[config.mk]
export PLATFORM = sky130hd
export DESIGN_NAME = strobe_gen
export DESIGN_NICKNAME = d
export VERILOG_FILES = /design/src/rtl/hcsr04_pkg.sv /design/src/rtl/strobe_ch.sv /design/src/rtl/strobe_gen.sv
export SDC_FILE = /design/constraint.sdc
export NUM_CORES = 1
export LEC_CHECK = 0
export CAP_MARGIN = 5
export CORE_ASPECT_RATIO = 0.8
export CORE_UTILIZATION = 64
export DETAILED_ROUTE_END_ITERATION = 8
export HOLD_SLACK_MARGIN = 0.05
export MAX_ROUTING_LAYER = met4
export PLACE_DENSITY = 0.85
export RECOVER_POWER = 25
export SLEW_MARGIN = 20
export SYNTH_ARGS = -nofsm -noshare
export SYNTH_HDL_FRONTEND = slang
export SYNTH_SLANG_ARGS = --single-unit
[constraint.sdc]
create_clock -name CLK -period 8 [get_ports CLK]
set_input_delay 2 -clock CLK [delete_from_list [all_inputs] [get_ports CLK]]
set_output_delay 2 -clock CLK [all_outputs]
set_load 0.05 [all_outputs]
[src/rtl/hcsr04_pkg.sv]
// Shared constants for the HC-SR04 ranging slice: strobe modes and the per-cm divisor.
package hcsr04_pkg;

  typedef enum logic {
    MODE_PERIODIC = 1'b0,
    MODE_ONESHOT  = 1'b1
  } mode_e;

  // 50 MHz / 2941 = 17.001 kHz, one tick per 58.82 us (1 cm round trip)
  localparam int unsigned DIV_CM_50MHZ = 2941;

endpackage

[src/rtl/strobe_ch.sv]
// One strobe channel: programmable divisor, pausable counter, one-shot latch.
module strobe_ch
  import hcsr04_pkg::*;
#(
  parameter int unsigned CNT_W   = 16,
  parameter int unsigned DIV_DEF = DIV_CM_50MHZ
) (
  input  logic             CLK,
  input  logic             RST_n,
  input  logic             I_EN,
  input  logic             I_CLR,
  input  logic             I_MODE,
  input  logic             I_WR,
  input  logic [CNT_W-1:0] I_WR_DIV,
  output logic             O_ST,
  output logic             O_DONE
);

  logic [CNT_W-1:0] div;
  logic [CNT_W-1:0] cnt;
  logic [CNT_W-1:0] term_c;
  logic             done;

  // div = 0 is treated as div = 1, so the terminal count never underflows
  assign term_c = (div == '0) ? '0 : div - CNT_W'(1);

  always_ff @(posedge CLK or negedge RST_n) begin
    if (!RST_n) begin
      div  <= CNT_W'(DIV_DEF);
      cnt  <= '0;
      done <= 1'b0;
      O_ST <= 1'b0;
    end else begin
      if (I_WR) begin
        div <= I_WR_DIV;
      end
      if (I_CLR) begin
        cnt  <= '0;
        done <= 1'b0;
        O_ST <= 1'b0;
      end else if (!I_EN || done) begin
        O_ST <= 1'b0;
      end else if (cnt >= term_c) begin
        // >= lets a shrunken divisor fire immediately instead of overrunning
        cnt  <= '0;
        O_ST <= 1'b1;
        if (mode_e'(I_MODE) == MODE_ONESHOT) begin
          done <= 1'b1;
        end
      end else begin
        cnt  <= cnt + CNT_W'(1);
        O_ST <= 1'b0;
      end
    end
  end

  assign O_DONE = done;

endmodule

[src/rtl/strobe_gen.sv]
// Multi-channel programmable strobe generator: divisor write decode plus NUM_CH channels.
module strobe_gen
  import hcsr04_pkg::*;
#(
  parameter  int unsigned NUM_CH  = 2,
  parameter  int unsigned CNT_W   = 16,
  parameter  int unsigned DIV_DEF = DIV_CM_50MHZ,
  localparam int unsigned CH_W    = (NUM_CH > 1) ? $clog2(NUM_CH) : 1
) (
  input  logic              CLK,
  input  logic              RST_n,
  input  logic [NUM_CH-1:0] I_EN,
  input  logic [NUM_CH-1:0] I_CLR,
  input  logic [NUM_CH-1:0] I_MODE,
  input  logic              I_WR,
  input  logic [CH_W-1:0]   I_WR_CH,
  input  logic [CNT_W-1:0]  I_WR_DIV,
  output logic [NUM_CH-1:0] O_ST,
  output logic [NUM_CH-1:0] O_ACT
);

  logic [NUM_CH-1:0] wr_hit;
  logic [NUM_CH-1:0] done;

  for (genvar c = 0; c < NUM_CH; c++) begin : g_ch
    // Out-of-range channel numbers match no instance and are dropped
    assign wr_hit[c] = I_WR && (I_WR_CH == CH_W'(c));

    strobe_ch #(
      .CNT_W   (CNT_W),
      .DIV_DEF (DIV_DEF)
    ) u_ch (
      .CLK      (CLK),
      .RST_n    (RST_n),
      .I_EN     (I_EN[c]),
      .I_CLR    (I_CLR[c]),
      .I_MODE   (I_MODE[c]),
      .I_WR     (wr_hit[c]),
      .I_WR_DIV (I_WR_DIV),
      .O_ST     (O_ST[c]),
      .O_DONE   (done[c])
    );
  end

  // Activity follows the enable directly; forced low while reset is held
  assign O_ACT = I_EN & ~done & {NUM_CH{RST_n}};

endmodule

==> flow_metrics.env, run 1 <==
export IMPL_holdPathStages=2
export IMPL_cts_tree="done"
export IMPL_grt_busiest_layer="met2"
export IMPL_avgViaCountPerCell=6.08
export IMPL_clockRootBuffer="clkbuf_8"
export IMPL_rows=26
export IMPL_die_area_mm2=0.00733
export IMPL_ctsHtreeMaxLevel=3
export IMPL_mostFrequentLayoutCell="nand2_1"
export IMPL_ctsResizeCount=0
export IMPL_drive_gt1_frac=0.160
export IMPL_use_met2=0.454
export IMPL_status="finished, violations left"
export IMPL_synth_compound_area_frac=0.0959
export IMPL_met3_usage=0.0665
export IMPL_synth_edf_count=0
export IMPL_io_pins=30
export IMPL_finClkSkew_ns=0.0137
export IMPL_yosysUniqueCellTypes=47
export IMPL_slew_limit_headroom=-1.38
export IMPL_min_to="g_ch[0].u_ch.O_DONE"
export IMPL_drtIter0Drc=192
export IMPL_failed_checks="max-capacitance violations, max-slew violations"
export IMPL_place_ws_ns=2.30
export IMPL_grt_pass1_wl_um=16500
export IMPL_rrSetupSlack_ns=4.11
export IMPL_syn_area_per_cell_um2=9.46
export IMPL_hpwl_um=7240
export IMPL_cp_max_fo=10
export IMPL_vias=3593
export IMPL_critPathCaptureType="output pin"
export IMPL_drt_first_pass_iters=6
export IMPL_postLayoutCoreUtil=0.762
export IMPL_gp_congestion=0.876
export IMPL_reg2reg_to="g_ch[1].u_ch.cnt[15]"
export IMPL_gr_usage_met1=0.417
export IMPL_async_reset_ff_frac=1.00
export IMPL_cp_arrival_ns=3.70
export IMPL_final_hold_viol_count=0
export IMPL_hp_start="g_ch[0].u_ch.O_DONE"
export IMPL_max_cap_violations=1
export IMPL_grt_max_degree=69
export IMPL_ys_seq_area_frac=0.385
export IMPL_post_route_period_util=0.713
export IMPL_ir_worst_vdd_mv=0.117
export IMPL_synth_top_family_by_area="simple AND/OR/NAND/NOR gates"
export IMPL_setup_tns_ns=0
export IMPL_path_class="in -> out"
export IMPL_grt_antenna_before_repair=0
export IMPL_reg2reg_depth=12
export IMPL_synth_warnings=0
export IMPL_timing_final_ws_setup_ns=2.30
export IMPL_required_ns=6.00
export IMPL_synthFlopType="dfrtp_1"
export IMPL_start_util=0.681
export IMPL_rsz0062_at_grt="false"
export IMPL_final_max_slew_violation_count=69
export IMPL_nets=566
export IMPL_cts_sinks=68
export IMPL_tightest_slew_ns=3.57
export IMPL_drcViolationCount=0
export IMPL_grt_overflow=0
export IMPL_hold_buffers=0
export IMPL_fmax_mhz=175
export IMPL_reg2reg_from="g_ch[1].u_ch.div[10]"
export IMPL_diodes=0
export IMPL_post_cts_buffers=0
export IMPL_clkLatencyLatePin_ns=0.35
export IMPL_fin_cells=591
export IMPL_pwr_density_cell_mw_per_mm2=176
export IMPL_ys_ff_latch=68
export IMPL_dp_cells=575
export IMPL_grt_total_usage=0.304
export IMPL_die_w_um=95.5
export IMPL_synthCells=473
export IMPL_cp_start_kind="input pin"
export IMPL_finalCriticalPeriod_ns=5.70
export IMPL_synth_xor_area_frac=0.0763
export IMPL_antenna_left=0
export IMPL_synthAdderAreaFrac=0.106
export IMPL_cts_buffers=9
export IMPL_finalSetupViolCount=0
export IMPL_clk_path_buf_depth=2
export IMPL_cts_clk_slew_worst_paths_ns=0.07
export IMPL_wire_per_inst_um=16.5
export IMPL_muxShareOfSynthArea=0.0755
export IMPL_wl_um=9740
export IMPL_p_leak_nw=2.26
export IMPL_postSynthNetCount=537
export IMPL_final_cell_mix="nand2_1, dfrtp_1, ha_1"
export IMPL_hold_class="reg -> reg"
export IMPL_area_growth_pct=11.9
export IMPL_port_buffers=29
export IMPL_grt_pass1_vias=3532
export IMPL_synth_cell_area_mm2=0.00448
export IMPL_yosys_area_share_simple=0.231
export IMPL_coreArea_mm2=0.00657
export IMPL_fp_dieH_um=76.8
[kinds of logic after synthesis]
| family | after synthesis |
|---|---|
| AO/OA/AOI/OAI | 67 |
| flip-flops | 68 |
| buffers and inverters | 29 |
| AND/OR/NAND/NOR | 202 |
| multiplexers | 30 |
| XOR/XNOR | 39 |
| adder cells (fa/ha/maj) | 38 |
[how the worst max path moves through the flow]
stage,slack (ns),endpoint,from
floorplan,3.14,O_ACT[0],I_EN[0]
global placement,2.33,O_ACT[1],I_EN[1]
detailed placement,2.30,O_ACT[1],I_EN[1]
CTS,2.30,O_ACT[1],I_EN[1]
global route,2.20,O_ACT[1],I_EN[1]
finish,2.30,O_ACT[1],I_EN[1]
[critical path, cell delays in order]
cell and delay (ns):
clkdlybuf4s50_1 0.49, nand2b_1 0.23, nor2_1 0.17, clkdlybuf4s50_1 0.81
[cell type report]
| cell class | count | area, um^2 |
|---|---|---|
| Clock buffer | 10 | 138 |
| Sequential cell | 68 | 1720 |
| Timing Repair Buffer | 31 | 297 |
| Fill cell | 487 | 1560 |
| Clock inverter | 6 | 63.8 |
| Multi-Input combinational cell | 376 | 2620 |
| Inverter | 16 | 60.1 |
| Tap cell | 84 | 105 |
[where the power goes]
group | internal, mW | switching (mW) | total [mW]
Clock | 0.152 | 0.138 | 0.290
Sequential | 0.381 | 0.0358 | 0.417
Combinational | 0.0863 | 0.0896 | 0.176
[synthesized netlist by cell type (4+ instances only)]
master / instances / area, um^2
ha_1: 38 / 475
inv_1: 16 / 60.1
nor3_1: 12 / 60.1
mux2_2: 30 / 338
nor2_1: 32 / 120
dfrtp_1: 50 / 1250
or3_1: 7 / 43.8
a21oi_1: 17 / 85.1
a21o_1: 13 / 97.6
xor2_1: 18 / 158
xnor2_1: 21 / 184
nand2_1: 71 / 267
a31oi_1: 6 / 37.5
nor2b_1: 5 / 31.3
o21ai_0: 12 / 60.1
o21ai_1: 8 / 40.0
clkbuf_1: 6 / 22.5
nand3_1: 13 / 65.1
nor3b_1: 8 / 60.1
dfstp_2: 18 / 473
or2_2: 4 / 25.0
and3_1: 8 / 50.1
nand2b_1: 9 / 56.3
nor4_1: 7 / 43.8
nand4_1: 7 / 43.8
[sequential cells by signal, summed over array words and instances (netlist names)]
signal and flops:
g_ch.u_ch.O_DONE 2, g_ch.u_ch.O_ST 2, g_ch.u_ch.cnt 32, g_ch.u_ch.div 32
[layer usage]
layer / wire, um / share of wire
met2: 4540 / 0.47
met4: 92 / 0.0094
met3: 602 / 0.062
met5: 0 / 0
met1: 4510 / 0.46
[metrics by stage]
| step | cell area [um^2] | total power, mW | hold WS (ns) |
|---|---|---|---|
| detailed placement | 4810 | 0.596 | 0.484 |
| CTS | 5010 | 0.886 | 0.502 |
| global route | 5010 | 0.929 | 0.563 |
| finish | 5010 | 0.883 | 0.502 |
| floorplan | 4480 | 0.535 | 0.454 |
| global placement | 4810 | 0.582 | 0.475 |
Power figures use the tool's default switching activity.
==> run 2, diff against run 1 <==
- CORE_UTILIZATION: 64 -> 60
- PLACE_DENSITY: 0.85 -> 0.81
- clock period: 8 -> 5.3 ns (I/O delays scaled with it)
==> run 2 against run 1 <==
The flow now finishes without violations. Clock skew is 0.0057 ns lower. Clock power up 67%. Combinational power increased by 51%. Die area up 6.5%. Power is 56% higher. Via count shrank 0.42%. Worst setup slack got worse by 1.4 ns. First-iteration DRC count down 15%. Final cell count up 0.68%. Register-to-register slack got worse by 2.4 ns. Critical path type unchanged. Largest cell class unchanged.
==> flow_metrics.env, run 2 (same netlist as run 1, synthesis figures left out) <==
export IMPL_cp_start_kind="input pin"
export IMPL_post_route_period_util=0.825
export IMPL_rsz0062_at_grt="false"
export IMPL_io_pins=30
export IMPL_cpLargestDelayFamily="buffers and inverters"
export IMPL_clockRootBuffer="clkbuf_8"
export IMPL_ctsResizeCount=0
export IMPL_wire_per_inst_um=16.1
export IMPL_p_sw_frac=0.284
export IMPL_coreArea_mm2=0.00706
export IMPL_diodes=0
export IMPL_die_w_um=98.6
export IMPL_grt_pass1_wl_um=16400
export IMPL_clkLatencyLatePin_ns=0.35
export IMPL_holdPathStages=2
export IMPL_final_cell_mix="nand2_1, dfrtp_1, ha_1"
export IMPL_largestRegisters="g_ch.u_ch.cnt: 32 flops, g_ch.u_ch.div: 32 flops"
export IMPL_seqPwrFrac=0.455
export IMPL_combPwrFrac=0.193
export IMPL_post_cts_buffers=0
export IMPL_ir_worst_vdd_mv=0.182
export IMPL_tightest_slew_ns=0.870
export IMPL_cts_sinks=68
export IMPL_drive_gt1_frac=0.159
export IMPL_cp_arrival_ns=3.05
export IMPL_grt_antenna_before_repair=0
export IMPL_design_area_mm2=0.00505
export IMPL_finalCriticalPeriod_ns=4.37
export IMPL_critPathMaxStageDelay_ns=0.83
export IMPL_cpMostUsedCell="clkdlybuf4s50_1"
export IMPL_rows=27
export IMPL_cts_tree="done"
export IMPL_area_growth_pct=12.7
export IMPL_drt_first_pass_iters=5
export IMPL_hold_buffers=0
export IMPL_vias=3578
export IMPL_hpwl_um=7220
export IMPL_grt_max_degree=69
export IMPL_setup_tns_ns=0
export IMPL_p_int_uw=986
export IMPL_clk_path_buf_depth=2
export IMPL_fmax_mhz=229
export IMPL_worst_path_buf_inv=2
export IMPL_die_area_mm2=0.00781
export IMPL_slew_limit_headroom=0.420
export IMPL_path_class="in -> out"
export IMPL_total_power_mw=1.38
export IMPL_clkPwrFrac=0.352
export IMPL_finalSetupViolCount=0
export IMPL_port_buffers=29
export IMPL_hold_class="reg -> reg"
export IMPL_mostFrequentLayoutCell="nand2_1"
export IMPL_reg2reg_depth=13
export IMPL_avgViaCountPerCell=6.01
export IMPL_grt_pass1_vias=3523
export IMPL_critPathCaptureType="output pin"
export IMPL_required_ns=3.97
export IMPL_finClkSkew_ns=0.00796
export IMPL_cts_clk_slew_worst_paths_ns=0.07
export IMPL_ctsHtreeMaxLevel=3
export IMPL_gp_congestion=0.819
export IMPL_drcViolationCount=0
export IMPL_final_max_slew_violation_count=0
export IMPL_nets=567
export IMPL_antenna_left=0
export IMPL_placed_area_mm2=0.00482
export IMPL_cts_buffers=9
export IMPL_cp_slowest_cell="clkdlybuf4s50_1"
export IMPL_cp_depth=4
export IMPL_grt_overflow=0
export IMPL_path_cells="clkdlybuf4s50_1 > nand2b_1 > nor2_1 > clkdlybuf4s50_1"
export IMPL_status="finished clean"
export IMPL_start_util=0.634
export IMPL_wl_um=9560
export IMPL_p_leak_nw=2.28
export IMPL_final_hold_viol_count=0
export IMPL_grt_total_usage=0.279
export IMPL_drtIter0Drc=164
export IMPL_fp_dieH_um=79.3
export IMPL_cp_max_fo=10
export IMPL_postLayoutCoreUtil=0.715
export IMPL_p_sw_uw=391
export IMPL_max_cap_violations=0
export IMPL_pwr_density_cell_mw_per_mm2=273
-- run 2: cell types whose count changed in the layout (fill, tap and decap cells not counted), sizes merged --
cell	change
buf	+1
clkbuf	+1
bufinv	+1
clkinv	-1
clkinvlp	-1
-- run 2: worst register-to-register path, cell delays in order (launching register included) --
cell and delay (ns):
dfstp_2 0.39, nor4_2 0.48, nand2_1 0.22, nor2_1 0.20
nand2_1 0.09, xnor2_1 0.16, nand2_1 0.07, ha_1 0.33
a21oi_1 0.14, o21ai_0 0.14, nor3_1 0.29, nand3_2 0.43
or3_1 0.49, o211ai_1 0.10
-- run 2: power by group through the flow --
stage          logic, mW  registers (mW)  clock network (mW)
2_1_floorplan      0.185           0.622                   0
3_3_place_gp       0.247           0.632                   0
3_5_place_dp       0.263           0.635                   0
4_1_cts            0.266           0.626               0.493
5_1_grt            0.299           0.634               0.513
6_report           0.266           0.627               0.484
-- run 2: cell type report --
class | count | area, um^2
clock buffer | 11 | 141
multi-input combinational | 376 | 2620
inverter | 16 | 60.1
fill | 540 | 2010
tap | 87 | 109
clock inverter | 5 | 85.1
sequential | 68 | 1720
timing repair buffer | 32 | 307
-- run 2: per-layer routing --
| layer | share of wire | global-route usage |
|---|---|---|
| met5 | 0 | - |
| met4 | 0.016 | 0.104 |
| met3 | 0.049 | 0.0502 |
| met2 | 0.45 | 0.430 |
| met1 | 0.49 | 0.370 |
-- run 2: per-stage QoR --
step	std cells	hold slack (ns)	setup slack (ns)
CTS	595	0.502	0.940
global route	595	0.544	0.825
detailed placement	579	0.482	0.937
global placement	579	0.481	1.00
finish	595	0.496	0.929
floorplan	473	0.454	1.79
-- run 2: final timing paths --
kind	start	end	slack, ns
worst min register to register	g_ch[0].u_ch.O_DONE	g_ch[0].u_ch.O_DONE	0.50
worst max register to register	g_ch[0].u_ch.div[5]	g_ch[0].u_ch.cnt[7]	1.67
max in group asynchronous	RST_n	g_ch[1].u_ch.div[10]	3.52
min in group asynchronous	RST_n	g_ch[1].u_ch.cnt[13]	1.16
worst max-delay path	I_EN[1]	O_ACT[1]	0.93
worst min-delay path	g_ch[0].u_ch.O_DONE	g_ch[0].u_ch.O_DONE	0.50
==> run 3, diff against run 2 <==
- clock period: 5.3 -> 4.18 ns (I/O delays scaled with it)
==> run 3 against run 2 <==
The flow now finishes with violations (max-capacitance violations, max-slew violations). Power is 18% higher. Die area stayed put. Sequential share of layout area is 0.38 points higher. Count of clock-buffer cells in the layout is 2 lower. Critical path type is now reg -> reg. Highest routed layer unchanged.
==> flow_metrics.env, run 3 (same netlist as run 1, synthesis figures left out) <==
export IMPL_status="finished, violations left"
export IMPL_failed_checks="max-capacitance violations, max-slew violations"
export IMPL_drive_gt1_frac=0.167
export IMPL_grt_pass1_wl_um=15800
export IMPL_slew_limit_headroom=-0.101
export IMPL_critPathMaxStageDelay_ns=0.54
export IMPL_clkLatencyLatePin_ns=0.36
export IMPL_final_hold_viol_count=0
export IMPL_nets=567
export IMPL_clockRootBuffer="clkbuf_8"
export IMPL_post_route_period_util=0.919
export IMPL_coreArea_mm2=0.00706
export IMPL_finalCriticalPeriod_ns=3.84
export IMPL_worst_path_buf_inv=0
export IMPL_cts_buffers=9
export IMPL_rrSetupSlack_ns=0.34
export IMPL_rsz0062_at_grt="false"
export IMPL_reg2reg_to="g_ch[0].u_ch.cnt[13]"
export IMPL_cpMostUsedCell="nand2_1"
export IMPL_avgViaCountPerCell=5.94
export IMPL_die_w_um=98.6
export IMPL_pwr_density_cell_mw_per_mm2=325
export IMPL_drcViolationCount=0
export IMPL_cts_clk_slew_worst_paths_ns=0.08
export IMPL_cp_arrival_ns=4.09
export IMPL_largestRegisters="g_ch.u_ch.cnt: 32 flops, g_ch.u_ch.div: 32 flops"
export IMPL_p_leak_nw=2.25
export IMPL_cts_tree="done"
export IMPL_cp_max_fo=24
export IMPL_start_util=0.634
export IMPL_diodes=0
export IMPL_finClkSkew_ns=0.0115
export IMPL_final_cell_mix="nand2_1, dfrtp_1, ha_1"
export IMPL_tightest_slew_ns=1.65
export IMPL_worst_hold_slack_ns=0.495
export IMPL_antenna_left=0
export IMPL_hold_buffers=0
export IMPL_max_cap_violations=1
export IMPL_vias=3533
export IMPL_ctsResizeCount=0
export IMPL_cp_depth=12
export IMPL_hold_class="reg -> reg"
export IMPL_grt_antenna_before_repair=0
export IMPL_multi_input_area_mm2=0.00262
export IMPL_wl_um=9610
export IMPL_ir_worst_vdd_mv=0.199
export IMPL_dp_cells=579
export IMPL_grt_overflow=0
export IMPL_final_max_slew_violation_count=69
export IMPL_reg2reg_depth=12
export IMPL_path_class="reg -> reg"
export IMPL_fmax_mhz=260
export IMPL_cp_slowest_cell="nor4_2"
export IMPL_fp_dieH_um=79.3
export IMPL_required_ns=4.43
export IMPL_io_pins=30
export IMPL_wire_per_inst_um=16.2
export IMPL_holdPathStages=2
export IMPL_fillCellCount=520
export IMPL_grt_pass1_vias=3320
export IMPL_hp_start="g_ch[0].u_ch.O_DONE"
export IMPL_post_cts_buffers=0
export IMPL_fin_cells=595
export IMPL_setup_tns_ns=0
export IMPL_clk_path_buf_depth=2
export IMPL_rows=27
export IMPL_die_area_mm2=0.00781
export IMPL_min_to="g_ch[0].u_ch.O_DONE"
export IMPL_gp_congestion=0.826
export IMPL_port_buffers=29
export IMPL_ctsHtreeMaxLevel=3
export IMPL_seq_area_mm2=0.00172
export IMPL_cp_start_kind="flop"
export IMPL_cpLargestDelayFamily="simple AND/OR/NAND/NOR gates"
export IMPL_drt_first_pass_iters=5
export IMPL_finalSetupViolCount=0
export IMPL_drtIter0Drc=176
export IMPL_grt_max_degree=69
export IMPL_reg2reg_from="g_ch[0].u_ch.div[5]"
export IMPL_cts_sinks=68
export IMPL_path_cells="nor4_2 > nand2_1 > nor4_1 > xor2_1 > nand2_1 > ha_1 > nand4_1 > or3_1 > a221o_1 > nand3_2 > o21ai_1 > a21o_1"
export IMPL_area_growth_pct=11.5
export IMPL_hpwl_um=7000
export IMPL_critPathCaptureType="flop"
export IMPL_mostFrequentLayoutCell="nand2_1"
export IMPL_grt_total_usage=0.270
[run 3: changes by cell type in the layout (fill, tap and decap cells not counted), moves of 2 or more]
cell             previous run  this run
bufinv_16                   2         0
clkbuf_1                    2         0
clkdlybuf4s50_1            28        26
clkinvlp_4                  1         3
[run 3: stage by stage]
stage                     total power, mW   util  area, um^2  setup slack, ns
after floorplan                      1.02      -        4480             1.15
after global routing                 1.69  0.707        4990            0.136
after CTS                            1.63  0.707        4990            0.367
final                                1.62  0.707        4990            0.340
after global placement               1.11  0.682        4820            0.600
after detailed placement             1.13  0.682        4820            0.411
[run 3: worst max path at each step]
stage	from	endpoint	slack, ns
finish	g_ch[0].u_ch.div[5]	g_ch[0].u_ch.cnt[13]	0.34
global route	g_ch[0].u_ch.div[5]	g_ch[0].u_ch.cnt[13]	0.14
CTS	g_ch[0].u_ch.div[5]	g_ch[0].u_ch.cnt[13]	0.37
detailed placement	g_ch[0].u_ch.div[5]	g_ch[0].u_ch.cnt[13]	0.41
global placement	g_ch[0].u_ch.div[5]	g_ch[0].u_ch.cnt[13]	0.60
floorplan	g_ch[0].u_ch.div[0]	g_ch[0].u_ch.cnt[11]	1.15
[run 3: area by class of cell]
class,count,share of cell area
clock buffer,9,0.0248
sequential,68,0.345
inverter,16,0.0120
timing repair buffer,32,0.0602
clock inverter,7,0.0108
tap,87,0.0218
multi-input combinational,376,0.525
[run 3: where the power goes]
group | internal (mW) | total [mW] | switching (mW)
combinational | 0.165 | 0.330 | 0.165
sequential | 0.730 | 0.797 | 0.0674
clock | 0.216 | 0.494 | 0.278
total | 1.11 | 1.62 | 0.510
[run 3: worst reg2reg max path, cell delays in order, from the launching register on]
cell and delay [ns]:
dfstp_2 0.39, nor4_2 0.54, nand2_1 0.27, nor4_1 0.32, xor2_1 0.20, nand2_1 0.08
ha_1 0.31, nand4_1 0.16, or3_1 0.43, a221o_1 0.34, nand3_2 0.36, o21ai_1 0.14
a21o_1 0.19
[run 3: routing by layer]
metal | global-route usage | wire length, um | share of wire
met1 | 0.378 | 4810 | 0.50
met3 | 0.0616 | 445 | 0.046
met2 | 0.388 | 4220 | 0.44
met4 | 0.0866 | 142 | 0.015
met5 | - | 0 | 0
